**config.mk**
```make
export PLATFORM = sky130hd
export DESIGN_NAME = tcu_ctrl_reg_arbiter
export DESIGN_NICKNAME = d
export VERILOG_FILES = /design/src/rtl/tcu_ctrl_reg_arbiter.sv
export SDC_FILE = /design/constraint.sdc
export NUM_CORES = 1
export LEC_CHECK = 0
export ABC_AREA = 1
export BUFFER_PORTS_ARGS = -buffer_cell sky130_fd_sc_hd__buf_2
export CORE_AREA = 8 8 191 193
export CTS_CLUSTER_SIZE = 14
export DETAILED_ROUTE_END_ITERATION = 10
export DIE_AREA = 0 0 199 201
export HOLD_SLACK_MARGIN = 0.02
export REMOVE_ABC_BUFFERS = 1
export SETUP_SLACK_MARGIN = 0.05
export SLEW_MARGIN = 20
export SYNTH_ARGS = -nofsm -noshare
export SYNTH_HDL_FRONTEND = slang
export SYNTH_SLANG_ARGS = --single-unit
export TNS_END_PERCENT = 30
```
**constraint.sdc**
```tcl
create_clock -name clk_i -period 2.1 [get_ports clk_i]
set_clock_uncertainty 0.05 [all_clocks]
set_input_delay 0.105 -clock clk_i [delete_from_list [all_inputs] [get_ports clk_i]]
set_output_delay 0.105 -clock clk_i [all_outputs]
set_load 0.1 [all_outputs]
```
**src/rtl/tcu_ctrl_reg_arbiter.sv**
```systemverilog
// Round-robin arbiter sharing the TCU register-file write port between the tcu_ctrl
// sub-FSMs, with a per-grant lock for multi-write sequences and a lock watchdog.
module tcu_ctrl_reg_arbiter #(
    parameter int NUM_REQ           = 4,
    parameter int REQ_IDX_SIZE      = 2,
    parameter int LOCK_TIMEOUT      = 64,
    parameter int TCU_REG_DATA_SIZE = 32,
    parameter int TCU_REG_ADDR_SIZE = 32
) (
    input  logic                                   clk_i,
    input  logic                                   reset_i,
    input  logic [NUM_REQ-1:0]                     req_en_i,
    input  logic [NUM_REQ-1:0]                     req_lock_i,
    input  logic [NUM_REQ*TCU_REG_DATA_SIZE-1:0]   req_wben_i,
    input  logic [NUM_REQ*TCU_REG_ADDR_SIZE-1:0]   req_addr_i,
    input  logic [NUM_REQ*TCU_REG_DATA_SIZE-1:0]   req_wdata_i,
    output logic [NUM_REQ-1:0]                     req_stall_o,
    output logic                                   reg_en_o,
    output logic [TCU_REG_DATA_SIZE-1:0]           reg_wben_o,
    output logic [TCU_REG_ADDR_SIZE-1:0]           reg_addr_o,
    output logic [TCU_REG_DATA_SIZE-1:0]           reg_wdata_o,
    input  logic                                   reg_stall_i,
    output logic [NUM_REQ-1:0]                     grant_o,
    output logic                                   timeout_o,
    output logic [REQ_IDX_SIZE-1:0]                timeout_idx_o
);

    typedef enum logic {IDLE, GRANT} state_t;

    state_t                  state_q, state_d;
    logic [REQ_IDX_SIZE-1:0] grant_idx_q, grant_idx_d;
    logic [REQ_IDX_SIZE-1:0] ptr_q, ptr_d;
    logic [15:0]             wdog_q, wdog_d;
    logic                    timeout_q, timeout_d;
    logic [REQ_IDX_SIZE-1:0] timeout_idx_q, timeout_idx_d;
    logic                    active;

    // First requester strictly after 'start', wrapping modulo NUM_REQ.
    function automatic logic [REQ_IDX_SIZE-1:0] rr_pick(input logic [NUM_REQ-1:0]     req,
                                                        input logic [REQ_IDX_SIZE-1:0] start);
        logic [REQ_IDX_SIZE-1:0] win;
        logic                    found;
        int                      idx;
        win   = start;
        found = 1'b0;
        for (int i = 1; i <= NUM_REQ; i++) begin
            idx = (int'(start) + i) % NUM_REQ;
            if (!found && req[idx]) begin
                win   = REQ_IDX_SIZE'(idx);
                found = 1'b1;
            end
        end
        return win;
    endfunction

    always_ff @(posedge clk_i) begin
        if (reset_i) begin
            state_q       <= IDLE;
            grant_idx_q   <= '0;
            ptr_q         <= REQ_IDX_SIZE'(NUM_REQ - 1);
            wdog_q        <= '0;
            timeout_q     <= 1'b0;
            timeout_idx_q <= '0;
        end else begin
            state_q       <= state_d;
            grant_idx_q   <= grant_idx_d;
            ptr_q         <= ptr_d;
            wdog_q        <= wdog_d;
            timeout_q     <= timeout_d;
            timeout_idx_q <= timeout_idx_d;
        end
    end

    always_comb begin
        state_d       = state_q;
        grant_idx_d   = grant_idx_q;
        ptr_d         = ptr_q;
        wdog_d        = wdog_q;
        timeout_d     = 1'b0;
        timeout_idx_d = '0;
        case (state_q)
            IDLE: begin
                wdog_d = '0;
                if (|req_en_i) begin
                    grant_idx_d = rr_pick(req_en_i, ptr_q);
                    state_d     = GRANT;
                end
            end
            GRANT: begin
                if (req_en_i[grant_idx_q]) begin
                    wdog_d = '0;
                    // A stalled write keeps the grant even when unlocked.
                    if (!reg_stall_i && !req_lock_i[grant_idx_q]) begin
                        state_d = IDLE;
                        ptr_d   = grant_idx_q;
                    end
                end else if (req_lock_i[grant_idx_q]) begin
                    if (wdog_q == 16'(LOCK_TIMEOUT - 1)) begin
                        state_d       = IDLE;
                        ptr_d         = grant_idx_q;
                        wdog_d        = '0;
                        timeout_d     = 1'b1;
                        timeout_idx_d = grant_idx_q;
                    end else begin
                        wdog_d = wdog_q + 16'd1;
                    end
                end else begin
                    state_d = IDLE;
                    ptr_d   = grant_idx_q;
                    wdog_d  = '0;
                end
            end
            default: state_d = IDLE;
        endcase
    end

    // Reset masks the port combinationally so a grant held at reset issues no write.
    assign active = (state_q == GRANT) && !reset_i;

    always_comb begin
        req_stall_o = req_en_i;
        reg_en_o    = 1'b0;
        reg_wben_o  = '0;
        reg_addr_o  = '0;
        reg_wdata_o = '0;
        grant_o     = '0;
        if (active) begin
            reg_en_o                 = req_en_i[grant_idx_q];
            reg_wben_o               = req_wben_i[grant_idx_q*TCU_REG_DATA_SIZE +: TCU_REG_DATA_SIZE];
            reg_addr_o               = req_addr_i[grant_idx_q*TCU_REG_ADDR_SIZE +: TCU_REG_ADDR_SIZE];
            reg_wdata_o              = req_wdata_i[grant_idx_q*TCU_REG_DATA_SIZE +: TCU_REG_DATA_SIZE];
            req_stall_o[grant_idx_q] = reg_stall_i;
            grant_o[grant_idx_q]     = 1'b1;
        end
    end

    assign timeout_o     = timeout_q;
    assign timeout_idx_o = timeout_idx_q;

endmodule

```
; ---- Word level (Yosys, flattened, before mapping)
; Index checks and enable logic that the tools add are counted.
[totals]
reg_bits = 24
in_bits = 395
wordCells = 104
[op_classes]
n_addsub = 5
n_lt_le_gt_ge = 6
n_eq_ne = 3
n_shift = 3
n_mux = 53
bitwise = 7
n_reduce_logical = 21
[ops]
columns = operator, count
row1 = 128-bit by 8-bit indexed part select with 32-bit output, 3
row2 = 32-bit two-way mux, 3
row3 = 16-bit two-way mux, 3
row4 = 16-bit case mux with 2 select lines, 1
row5 = 1-bit two-way mux, 27
row6 = "16-bit by 1-bit adder with 16-bit output, second input constant", 1
row7 = "16-bit by 6-bit == test with 1-bit output, second input constant", 1
row8 = "3-bit by 4-bit less-than comparator with 1-bit output, second input constant", 4
row9 = 2-bit two-way mux, 8
row10 = 1-bit binary-select mux with 2-bit select, 6
row11 = 4-bit two-way mux, 2
row12 = 2-bit OR reduction, 4
row13 = 4-bit OR reduction, 2
row14 = 1-bit logical AND, 6
row15 = 1-bit zero test, 6
row16 = 5-bit OR reduction, 1
row17 = "2-bit by 1-bit adder with 2-bit output, second input constant", 2
row18 = "2-bit adder, second input constant", 2
row19 = "1-bit AND, first input constant", 4
row20 = 4-bit bitwise mux, 1
row21 = "2-bit by 3-bit less-than comparator with 1-bit output, second input constant", 1
row22 = "3-bit by 2-bit inequality test with 1-bit output, second input constant", 1
row23 = 1-bit NOT, 3
row24 = 3-bit AND reduction, 1
row25 = 5 further kinds, 5

; ---- Depth between registers and ports, before layout
; Gate-level depths: netlist of run 1.
[depth]
depth_word = 22
ltp_mapped = 11
ltp_nobuf = 11

; ---- Worst setup path after synthesis of run 1
; Ideal clock, no wire load.
[synth_path]
kind = reg2out
startpoint = register state_q
endpoint = output port req_stall_o[0]
arrival_ns = 4.933
t_required_ns = 1.945
setup_slack_ns = -2.988
path_stages_with_launch = 7
path_buffers = 1
cell_sequence = dfxtp_1 -> inv_1 -> nor2_4 -> inv_1 -> buf_2 -> nor3_1 -> o21ai_0
[synth_via]
elab_chain_len = 2
[synth_rtl]
columns = element, line
row1 = "start, declared", 30  ; state_t state_q, state_d;
row2 = "start signal, assigned", 65  ; state_q <= state_d;
row3 = 1-bit logical AND, 118  ; assign active = (state_q == GRANT) && !reset_i;
row4 = 4-bit two-way mux, 127  ; if (active) begin
row5 = "end, declared", 17  ; output logic [NUM_REQ-1:0] req_stall_o,
; Every way passes these cells.

; ---- Worst setup path in the final report of run 1
[layout_path]
startpoint = register grant_idx_q[0]
endpoint = output port reg_addr_o[21]
[layout_via]
elab_chain_len = 2
[layout_rtl]
columns = element, line
row1 = "start, declared", 31  ; logic [REQ_IDX_SIZE-1:0] grant_idx_q, grant_idx_d;
row2 = "start signal, assigned", 66  ; grant_idx_q <= grant_idx_d;
row3 = 128-bit by 8-bit indexed part select with 32-bit output, 130  ; reg_addr_o = req_addr_i[grant_idx_q*TCU_REG_ADDR_SIZE +: TCU_REG_ADDR_SIZE];
row4 = 32-bit two-way mux, 127
row5 = "end, declared", 20  ; output logic [TCU_REG_ADDR_SIZE-1:0] reg_addr_o,
; Every way passes these cells.

==> impl_results.md, run 1 <==
- Endpoint kind of the worst setup timing path: output port
- Hold_buf cts: 0
- Final-report setup violation count: 0
- Antenna Violating Nets Remaining: 0
- Via count of the first global-routing pass: ~6700
- Headroom to the max-slew limit: 0.6081
- Number of library cell types mapped by synthesis: 30
- Setup slack, reg-to-reg: roughly 150 ps
- Average cell area after synthesis: around 6.6 µm²
- Slowest cell delay on critical path: around 430 ps
- Placed wire-length estimate: around 26000 µm
- Unrepaired setup endpoints after global routing: yes
- Initial cell density of the core: 0.1097
- Reg-to-reg endpoint: wdog_q[10]
- Chain of cells forming the critical path: nand2_2 > clkinv_2 > buf_12 > a22oi_1 > a21oi_1 > buf_12
- Total of buffers placed on input and output ports: roughly 500
- RD Place Congestion: around 0.87
- Pin count of the biggest net entering global routing: 55
- Kind of start point of the critical path: register
- WL/cell: about 21 µm
- Number of remaining DRC errors: 0
- Number of antenna violations at the first check in global routing: 8
- Final critical-path share of the clock period: 0.9812
- Total wirelength of the detailed-routed design: between 30000 and 40000 µm
- Number of clock buffers inserted by TritonCTS: 3
- Run status: completed
- Max-cap violations: 0
- Number of H-tree levels: 1
- Critical path data arrival time: 1910 ps
- Max FO, Critical Path: 43
- Final Net Count: about 1400
- Overall die height: between 200 and 250 µm
- Clock-pin transition on the worst setup and hold timing paths: approximately 70 ps
- Synthesized cell area: between 3000 and 4000 µm²
- Final slew viol count: 0
- Root buffer cell: sky130_fd_sc_hd__clkbuf_16
- First-pass GRT wire length: between 40000 and 50000 µm
- Detailed Route Iter0 Violations: 555
- Total GRT Usage: 0.1365
- Die outline width: slightly below 200 µm
- Routed via count: between 6000 and 7000
- Sequential-to-total area share from yosys stat: 0.1316
- Detailed Routing Iterations Pass 1: 7
- Core utilization of the finished layout: 0.2685
- Power density normalized to cell area: between 1000 and 1500 nW/µm²
- Number of ports placed on the die boundary: approximately 500
- Area growth syn-to-layout: 144.6%
- Most frequent cell on the critical path: sky130_fd_sc_hd__buf_12
- Worst-Margin Slew: approximately 590 ps
- Required time at the worst-slack endpoint: between 1500 and 2000 ps
- Fmax achieved: slightly below 500 MHz
- CTS tree: yes
- Synth Register Bits: 24
- Area of the core region: approximately 33000 µm²
- DP Cell Count: 1476
- Post-route minimum period: slightly above 2000 ps
- Num Clock Sinks: 24
- Final Hold Fails: 0
- Worst-path cell with the longest stage delay: sky130_fd_sc_hd__a22oi_1
- Number of filler instances in the final layout: approximately 3600
- Residual overflow from global routing: 0
- Worst-Skew Late Latency: roughly 260 ps
- Row cnt: 67
- Worst vdd rail ir drop: 0.0005497 V
- WS Path Type: register to output port
- Post-synthesis cell count: about 560
- Start of the worst register-to-register path: grant_idx_q[0]
- Yosys synthesis warning count: 0
- Startpoint of the worst hold path: reset_i
- CTS Buffer Depth: 2
- Length in cells of the worst reg-to-reg path: 7
- Routed vias/inst: between 4 and 5
- Hold/Removal Path Class: input pin to register
- Die Footprint: ~40000 µm²
- Post-Layout Cell Count: around 1500
- Number of stages on the worst hold path: 2
- Share of cells above drive strength 1: 0.6288
- Static Leakage: around 3.8 nW
- WHS Endpoint: grant_idx_q[1]
stage by stage:
stage	instance area [µm²]	hold slack [ps]	power [mW]	setup slack, ps	setup TNS, ps
floorplan	3383	124.1	5.234	-3894	-171610
global placement	8354	314.2	8.419	80.25	0
detailed placement	8354	311.9	8.500	15.69	0
CTS	8569	32.03	9.258	15.09	0
global route	8930	54.78	10.15	-63.16	-67.43
finish	8935	36.43	9.760	39.38	0
cells in the final DEF (no fill, tap or decap), types with 7 or more instances in the layout:
master,synthesis,layout
sky130_fd_sc_hd__buf_2,17,398
sky130_fd_sc_hd__a22oi_1,192,189
sky130_fd_sc_hd__buf_12,0,115
sky130_fd_sc_hd__a21oi_2,0,68
sky130_fd_sc_hd__nand2_1,60,60
sky130_fd_sc_hd__a21oi_1,102,31
sky130_fd_sc_hd__inv_1,24,23
sky130_fd_sc_hd__dfxtp_1,24,22
sky130_fd_sc_hd__buf_4,5,17
sky130_fd_sc_hd__nor2_1,14,13
sky130_fd_sc_hd__nor2_2,12,13
sky130_fd_sc_hd__nand3_1,13,13
sky130_fd_sc_hd__nor3_1,10,9
sky130_fd_sc_hd__nor2_4,7,7
flip-flops by register name, indices dropped and copies added, names as in the netlist:
| name | count |
|---|---|
| wdog_q | 16 |
| ptr_q | 2 |
| timeout_idx_o | 2 |
| grant_idx_q | 2 |
| timeout_o | 1 |
| state_q | 1 |
metal layers:
metal  vias up  track usage  share of wire
met2       424       0.2466           0.51
met5         -            0         0.0019
met4         8      0.02515          0.017
li1       3108            -              -
met1      3279       0.1632           0.37
met3        49      0.02967          0.099
kinds of logic after synthesis:
| kind of cell | count (synthesis) | synth area share |
|---|---|---|
| flip-flops | 24 | 0.1316 |
| XOR/XNOR | 9 | 0.02158 |
| buffers and inverters | 85 | 0.1045 |
| AO/OA/AOI/OAI | 303 | 0.5495 |
| adder cells (fa/ha/maj) | 1 | 0.003425 |
| AND/OR/NAND/NOR | 133 | 0.1894 |
area by class of cell:
cell class	count	area, µm²	share of cell area
inverter	30	116.4	0.01302
multi-input combinational	446	3108	0.3479
sequential	24	488.0	0.05461
clock buffer	3	75.07	0.008402
clock inverter	1	30.03	0.003361
antenna	3	7.507	0.0008402
tap	448	560.5	0.06274
timing repair buffer	536	4549	0.5092
worst max-delay path by stage:
stage	from	end	slack (ps)	cells after the start
final	grant_idx_q[0]	reg_addr_o[21]	40	6
after global routing	state_q	req_stall_o[0]	-60	7
after CTS	grant_idx_q[1]	reg_addr_o[7]	20	7
after detailed placement	grant_idx_q[0]	wdog_q[10]	20	7
after global placement	grant_idx_q[0]	wdog_q[14]	80	9
after floorplan	state_q	req_stall_o[2]	-3890	5
cell usage after synthesis:
cell type / instances / area, µm²
sky130_fd_sc_hd__a21oi_1: 102 / 510.5
sky130_fd_sc_hd__dfxtp_1: 24 / 480.5
sky130_fd_sc_hd__buf_1: 11 / 41.29
sky130_fd_sc_hd__nor2_2: 12 / 75.07
sky130_fd_sc_hd__clkbuf_1: 19 / 71.32
sky130_fd_sc_hd__a22oi_1: 192 / 1441
sky130_fd_sc_hd__nor2_1: 14 / 52.55
sky130_fd_sc_hd__nor3b_1: 2 / 15.01
sky130_fd_sc_hd__nand3_2: 4 / 40.04
sky130_fd_sc_hd__inv_1: 24 / 90.09
sky130_fd_sc_hd__inv_2: 6 / 22.52
sky130_fd_sc_hd__o211ai_1: 1 / 7.510
sky130_fd_sc_hd__ha_1: 1 / 12.51
sky130_fd_sc_hd__buf_6: 3 / 33.78
sky130_fd_sc_hd__xnor2_1: 5 / 43.79
sky130_fd_sc_hd__nor4_1: 2 / 12.51
sky130_fd_sc_hd__o21ai_2: 1 / 8.760
sky130_fd_sc_hd__nand3_1: 13 / 65.06
sky130_fd_sc_hd__o21ai_0: 6 / 30.03
sky130_fd_sc_hd__nand2_1: 60 / 225.2
sky130_fd_sc_hd__nand4_2: 1 / 12.51
sky130_fd_sc_hd__o2111ai_1: 1 / 8.760
sky130_fd_sc_hd__xor2_1: 4 / 35.03
sky130_fd_sc_hd__nand4_1: 5 / 31.28
sky130_fd_sc_hd__nand4_4: 1 / 21.27
sky130_fd_sc_hd__nor3_1: 10 / 50.05
sky130_fd_sc_hd__buf_2: 17 / 85.08
sky130_fd_sc_hd__nand2_2: 2 / 12.51
sky130_fd_sc_hd__nor2_4: 7 / 78.83
sky130_fd_sc_hd__buf_4: 5 / 37.54
power by group:
| group | total (mW) | internal [mW] | switching, mW |
|---|---|---|---|
| clock | 0.552 | 0.379 | 0.173 |
| sequential | 0.562 | 0.501 | 0.0604 |
| combinational | 8.65 | 3.09 | 5.55 |
worst max-delay path: cells and delay by family, from the launching register on:
family                 cells  cell delay [ps]
buffers and inverters      3              490
AO/OA/AOI/OAI              2              620
flip-flops                 1              390
AND/OR/NAND/NOR            1              110
repair_timing:
item / CTS / global route
gates resized for setup: 14 / 74
setup buffers: 2 / 3
cloned: 1 / 2
pin swaps: 1 / 10
endpoints found under the setup margin: 100 / 83
Power figures use the tool's default switching activity.
==> run 2, diff against run 1 <==
CELL_PAD_IN_SITES_DETAIL_PLACEMENT = 2   (was default)
CELL_PAD_IN_SITES_GLOBAL_PLACEMENT = 2   (was default)
CORE_AREA = default   (was 8 8 191 193)
CORE_MARGIN = 8   (was default)
CORE_UTILIZATION = 11   (was default)
DIE_AREA = default   (was 0 0 199 201)
PLACE_DENSITY_LB_ADDON = 0.1   (was default)
clock period = 1.7 ns   (was 2.1 ns; I/O delays follow)
==> impl_results.md, run 2 (synthesis gave the netlist of run 1 again) <==
- Clock-pin transition on the worst setup and hold timing paths: 60 ps (about the same)
- Total wirelength of the detailed-routed design: 43240 µm (+39%)
- Row cnt: 66 (-1.5%)
- Register with the highest flop count: wdog_q
- Final Hold Fails: 0 (unchanged)
- Proportion of total power due to net switching: 0.5425 (-0.05034)
- Number of ports placed on the die boundary: 503 (unchanged)
- Worst-Skew Late Latency: 260 ps (about the same)
- Worst setup endpoint: reg_wdata_o[14]
- Post-route minimum period: between 1500 and 2000 ps
- Detailed Routing Iterations Pass 1: 4 (-3)
- Chain of cells forming the critical path: buf_6 > nor2_4 > buf_6 > buf_6 > buf_16 > buf_6 > a22oi_2 > a21oi_2 > buf_12
- Placed wire-length estimate: 36430 µm (+43%)
- Worst Path Buf+Inv: 6 (+3)
- Root buffer cell: sky130_fd_sc_hd__clkbuf_16
- Unrepaired setup endpoints after global routing: yes
- Num Clock Sinks: 24 (unchanged)
- Length in cells of the worst reg-to-reg path: 12 (+5)
- Number of filler instances in the final layout: 3731 (+3.9%)
- Static Leakage: 4.295 nW (+14%)
- Pin count of the biggest net entering global routing: 59 (+7.3%)
- Total GRT Usage: 0.1984 (+0.06189)
- Number of clock buffers inserted by TritonCTS: 3 (unchanged)
- Required time at the worst-slack endpoint: 1560 ps (-390 ps)
- Comb pwr share: 0.917 (+0.031)
- CP startpoint: grant_idx_q[1]
- Area growth syn-to-layout: 184.6%
- Met1 track utilization from global routing: 0.2409 (+0.07767)
- Overall die height: 198.2 µm (-1.4%)
- First-pass GRT wire length: 57330 µm (+35%)
- RD Place Congestion: 0.8708 (+0.67%)
- Hold_buf cts: 0 (unchanged)
- Max FO, Critical Path: 6 (-86%)
- Via count of the first global-routing pass: 7599 (+13%)
- CTS tree: yes
- Routed vias/inst: 4.589 (-0.37%)
- FF/Latch Area: 488.0 µm² (unchanged)
- Endpoint kind of the worst setup timing path: output port
- Total power consumption of the routed design: 15.01 mW (+54%)
- Met2 global-route usage: 0.3587 (+0.1121)
- Met3 track utilization from global routing: 0.05195 (+0.02228)
- Number of flip-flops in the largest register: 16 (unchanged)
- Final slew viol count: 0 (unchanged)
- Number of remaining DRC errors: 0 (unchanged)
- Post-Layout Cell Count: 1553 (+4.2%)
- Run status: complete, but fails checks
- Die Footprint: 39290 µm² (-1.8%)
- Number of cells on the critical path: 9 (+3)
- Detailed Route Iter0 Violations: 199 (-64%)
- Hold/Removal Path Class: input pin to register
- DP Cell Count: 1515 (+2.6%)
- Area of the core region: 32620 µm² (-2.0%)
- Final-report setup violation count: 115 (+115)
- Start of the worst register-to-register path: grant_idx_q[1]
- Number of antenna violations at the first check in global routing: 12 (+4)
- Reg-to-reg endpoint: ptr_q[1]
- Residual overflow from global routing: 0 (unchanged)
- Area of the multi-input gates: 3607 µm² (+16%)
- Headroom to the max-slew limit: 0.6567 (+0.04854)
- Clock share of power: 0.038 (-0.019)
- Final critical-path share of the clock period: 1.130
- Violated checks: setup timing
- Fmax achieved: 520.4 MHz
- CTS Buffer Depth: 2 (unchanged)
- Kind of start point of the critical path: register
- Setup slack of the critical path after layout: -221.5 ps (-260.9 ps)
- Routed via count: 7127 (+3.8%)
- Power density normalized to cell area: 1444 nW/µm² (+32%)
- Proportion of power drawn by flip-flops and latches: 0.046 (-0.012)
- Post-placement setup slack: -175.1 ps (-190.8 ps)
- Final Net Count: 1502 (+4.5%)
- Critical path data arrival time: 1790 ps (-120 ps)
- WL/cell: 27.84 µm (+33%)
- Total net switching power: 8.144 mW (+41%)
- Number of H-tree levels: 1 (unchanged)
- Cell internal pwr: 6.867 mW (+73%)
- WS Path Type: register to output port
- Antenna Violating Nets Remaining: 0 (unchanged)
- Busiest layer in global routing: met2
- Total of buffers placed on input and output ports: 502 (unchanged)
- Initial cell density of the core: 0.1120 (+0.002227)
- Slowest cell delay on critical path: 370 ps (-60 ps)
- Die outline width: 198.2 µm (-0.39%)
- Max-cap violations: 0 (unchanged)
- Setup slack, reg-to-reg: -150 ps (-300 ps)
- Worst-path cell with the longest stage delay: sky130_fd_sc_hd__dfxtp_4
- Worst-Margin Slew: 518.6 ps (-69.24 ps)
- Top library cells by usage in the layout, fill and taps aside: sky130_fd_sc_hd__buf_2 (397), sky130_fd_sc_hd__buf_12 (134), sky130_fd_sc_hd__a22oi_1 (117), sky130_fd_sc_hd__a21oi_2 (95), sky130_fd_sc_hd__a22oi_2 (75)
- Worst vdd rail ir drop: 0.0004607 V (-16%)
- Most frequent cell on the critical path: sky130_fd_sc_hd__buf_6
- Share of cells above drive strength 1: 0.7430 (+0.1141)
- Leading cell type in the layout, fill and taps excluded: sky130_fd_sc_hd__buf_2
- Crit-path leading delay family: buffers and inverters
## run 2: metrics by stage
stage,util,hold slack [ps],area (µm²),TNS [ps]
after floorplan,-,104.1,3383,-220310
after global placement,0.2736,300.3,8924,-7619
after detailed placement,0.2736,299.9,8924,-11650
after CTS,0.3004,20.04,9798,-22320
after global routing,0.3185,21.53,10390,-28610
final,0.3186,19.13,10390,-18320
## run 2: area by class of cell
class | count | share of cell area
clock buffer | 4 | 0.008547
inverter | 30 | 0.01156
antenna | 6 | 0.001445
timing repair buffer | 601 | 0.5312
tap | 442 | 0.05321
multi-input combinational | 446 | 0.3471
sequential | 24 | 0.04695
## run 2: worst register-to-register path, stage by stage (launching register included)
cell,delay (ps)
sky130_fd_sc_hd__dfxtp_4,390
sky130_fd_sc_hd__buf_6,110
sky130_fd_sc_hd__nor2_4,30
sky130_fd_sc_hd__buf_6,130
sky130_fd_sc_hd__buf_12,120
sky130_fd_sc_hd__buf_16,130
sky130_fd_sc_hd__buf_6,110
sky130_fd_sc_hd__nand2_4,60
sky130_fd_sc_hd__nand4_4,140
sky130_fd_sc_hd__o21ai_4,210
sky130_fd_sc_hd__nand3_2,110
sky130_fd_sc_hd__nand2_1,80
sky130_fd_sc_hd__nand3_1,70
## run 2: worst min-delay path by stage
stage | end | startpoint | depth (start not counted) | slack, ps
2_1_floorplan | grant_idx_q[1] | reset_i | 1 | 100
3_3_place_gp | grant_idx_q[1] | reset_i | 2 | 300
3_5_place_dp | grant_idx_q[1] | reset_i | 2 | 300
4_1_cts | grant_idx_q[1] | reset_i | 2 | 20
5_1_grt | grant_idx_q[1] | reset_i | 2 | 20
6_report | grant_idx_q[1] | reset_i | 2 | 20
## run 2: power by group through the flow
stage	clock network, mW	logic [mW]	registers (mW)
after floorplan	0	5.76	0.704
after CTS	0.589	12.8	0.682
final	0.564	13.8	0.688
after global routing	0.617	14.4	0.694
after detailed placement	0	11.2	0.682
after global placement	0	11.2	0.678
## run 2: what timing repair did
item	CTS	global route
buffers inserted	12	5
resized for setup	145	77
endpoints found under the setup margin	124	129
pin swaps	75	49
cloned	4	8
## run 2: layer usage
layer	wire length, µm	vias up
met5	41	-
met4	272	6
met3	3650	26
met2	22320	265
met1	16960	3580
li1	-	3250
==> run 3, diff against run 2 <==
CORE_AREA = 8 8 187 189   (was default)
CORE_MARGIN = default   (was 8)
CORE_UTILIZATION = default   (was 11)
CTS_BUF_LIST = sky130_fd_sc_hd__clkbuf_16   (was default)
DIE_AREA = 0 0 195 197   (was default)
clock period = 1.89 ns   (was 1.7 ns; I/O delays follow)
==> impl_results.md, run 3 (synthesis gave the netlist of run 1 again) <==
- Run status: complete, but fails checks
- Violated checks: setup timing
- Chain of cells forming the critical path: nand2_2 > clkinv_4 > buf_12 > a22oi_2 > buf_4 > a21oi_4 > buf_12
- Detailed Route Iter0 Violations: 231 (+16%)
- Residual overflow from global routing: 0 (unchanged)
- Total of buffers placed on input and output ports: 502 (unchanged)
- Antenna Violating Nets Remaining: 0 (unchanged)
- Hold/Removal Path Class: input pin to register
- Slowest cell delay on critical path: 380 ps (about the same)
- Worst Path Buf+Inv: 4 (-2)
- Max-cap violations: 0 (unchanged)
- Number of remaining DRC errors: 0 (unchanged)
- Number of ports placed on the die boundary: 503 (unchanged)
- Area growth syn-to-layout: 174.4%
- Number of flip-flops in the largest register: 16 (unchanged)
- Final Hold Fails: 0 (unchanged)
- Kind of start point of the critical path: register
- Worst-path cell with the longest stage delay: sky130_fd_sc_hd__dfxtp_4
- Final Cell Area: 10020 µm² (-3.6%)
- Worst-Skew Late Latency: 250 ps (about the same)
- Num Clock Sinks: 24 (unchanged)
- Number of clock buffers inserted by TritonCTS: 3 (unchanged)
- Final-report setup violation count: 14 (-88%)
- Area of the core region: 32040 µm² (-1.8%)
- Total wirelength of the detailed-routed design: 42800 µm (-1.0%)
- Fmax achieved: about 520 MHz
- First-pass GRT wire length: 58190 µm (+1.5%)
- Placed wire-length estimate: 35630 µm (-2.2%)
- Overall die height: 197 µm (-0.61%)
- Setup slack of the critical path after layout: -47.40 ps (+174.1 ps)
- Routed via count: 6959 (-2.4%)
- Top library cells by usage in the layout, fill and taps aside: sky130_fd_sc_hd__buf_2 (397), sky130_fd_sc_hd__a22oi_1 (141), sky130_fd_sc_hd__buf_12 (127), sky130_fd_sc_hd__a21oi_2 (92), sky130_fd_sc_hd__nand2_1 (57)
- CTS Buffer Depth: 2 (unchanged)
- Final Net Count: 1487 (-1.0%)
- CP startpoint: grant_idx_q[1]
- Worst-Margin Slew: 513.2 ps (-5.345 ps)
- Initial cell density of the core: 0.1140 (+0.002020)
- WS Path Type: register to output port
- Static Leakage: 4.152 nW (-3.3%)
- Root buffer cell: sky130_fd_sc_hd__clkbuf_16
- Clock-pin transition on the worst setup and hold timing paths: 60 ps (about the same)
- Post-route minimum period: approximately 1900 ps
- Detailed Routing Iterations Pass 1: 4 (unchanged)
- Number of antenna violations at the first check in global routing: 18 (+6)
- Crit-path leading delay family: buffers and inverters
- Power density normalized to cell area: 1254 nW/µm² (-13%)
- Critical path data arrival time: 1790 ps (about the same)
- Headroom to the max-slew limit: 0.6602 (+0.003538)
- Required time at the worst-slack endpoint: 1750 ps (+190 ps)
- Row cnt: 66 (unchanged)
- Start of the worst register-to-register path: grant_idx_q[0]
- Number of filler instances in the final layout: 3715 (-0.43%)
- Startpoint of the worst hold path: reset_i
- Die outline width: 195 µm (-1.6%)
- Routed vias/inst: 4.627 (+0.82%)
- Via count of the first global-routing pass: 7388 (-2.8%)
- Unrepaired setup endpoints after global routing: yes
- CTS tree: yes
- Total GRT Usage: 0.2057 (+0.007263)
- Final slew viol count: 0 (unchanged)
- Core utilization of the finished layout: 0.3128 (-0.005888)
- Cell Area, Placed: 8620 µm² (-3.4%)
- Most frequent cell on the critical path: sky130_fd_sc_hd__buf_12
- Final critical-path share of the clock period: 1.025
- Leading cell type in the layout, fill and taps excluded: sky130_fd_sc_hd__buf_2
- Max FO, Critical Path: 11 (+5)
- Pin count of the biggest net entering global routing: 58 (-1.7%)
- WL/cell: 28.46 µm (+2.2%)
- Share of cells above drive strength 1: 0.7199 (-0.02306)
- Worst vdd rail ir drop: 0.0004636 V (+0.63%)
- Number of H-tree levels: 1 (unchanged)
- Fin Setup TNS: -272.4 ps (+18050 ps)
- Register with the highest flop count: wdog_q
- Die Footprint: 38420 µm² (-2.2%)
- Endpoint kind of the worst setup timing path: output port
- RD Place Congestion: 0.8806 (+1.1%)
==> run 3: final timing paths <==
path / end / slack (ps) / depth (start not counted)
setup / recovery: reg_wdata_o[2] / -50 / 7
hold / removal: grant_idx_q[1] / 20 / 2
setup reg to reg: wdog_q[3] / 170 / 10
hold reg to reg: ptr_q[1] / 470 / 2
==> run 3: timing repair <==
| item | in CTS | in global routing |
|---|---|---|
| endpoints found under the hold margin | 0 | 0 |
| gates resized for setup | 126 | 74 |
| cloned | 7 | 5 |
| buffers inserted | 18 | 5 |
| endpoints found under the setup margin | 109 | 119 |
| pin swaps | 69 | 69 |
| hold buffers | 0 | 0 |
==> run 3: layout make-up <==
type	count	area [µm²]	area share
repair buffers	586	5310	0.5299
multi-input cells	446	3488	0.3481
well taps	408	510.5	0.05094
flip-flops and latches	24	494.2	0.04932
inverters	30	125.1	0.01249
clock buffers	3	75.07	0.007492
diodes	7	17.52	0.001748
==> run 3: routing by layer <==
metal / global-route usage / up-vias / wire (µm) / part of all wire
li1: - / 3222 / - / -
met2: 0.3677 / 236 / 21980 / 0.51
met1: 0.2603 / 3457 / 18160 / 0.42
met4: 0.01319 / 14 / 203 / 0.0047
met3: 0.04554 / 30 / 2371 / 0.055
met5: 0 / - / 85 / 0.0020
==> run 3: report_power, final <==
part	switching (mW)	total, mW	leakage [nW]	internal (mW)
Sequential	0.0855	0.649	0.195	0.563
Combinational	6.82	11.5	3.92	4.64
Clock	0.178	0.458	0.0370	0.280
Total	7.08	12.6	4.15	5.48
==> run 3: per-stage QoR <==
stage               total power [mW]  hold slack, ps  instances  setup slack [ps]
floorplan                      5.816           113.6        500             -4094
global placement               10.05           296.8       1461            -31.52
detailed placement             10.10           300.8       1461            -64.26
CTS                            11.99           21.82       1489            -74.60
global route                   13.19           33.28       1501            -113.2
finish                         12.57           22.14       1504            -47.40
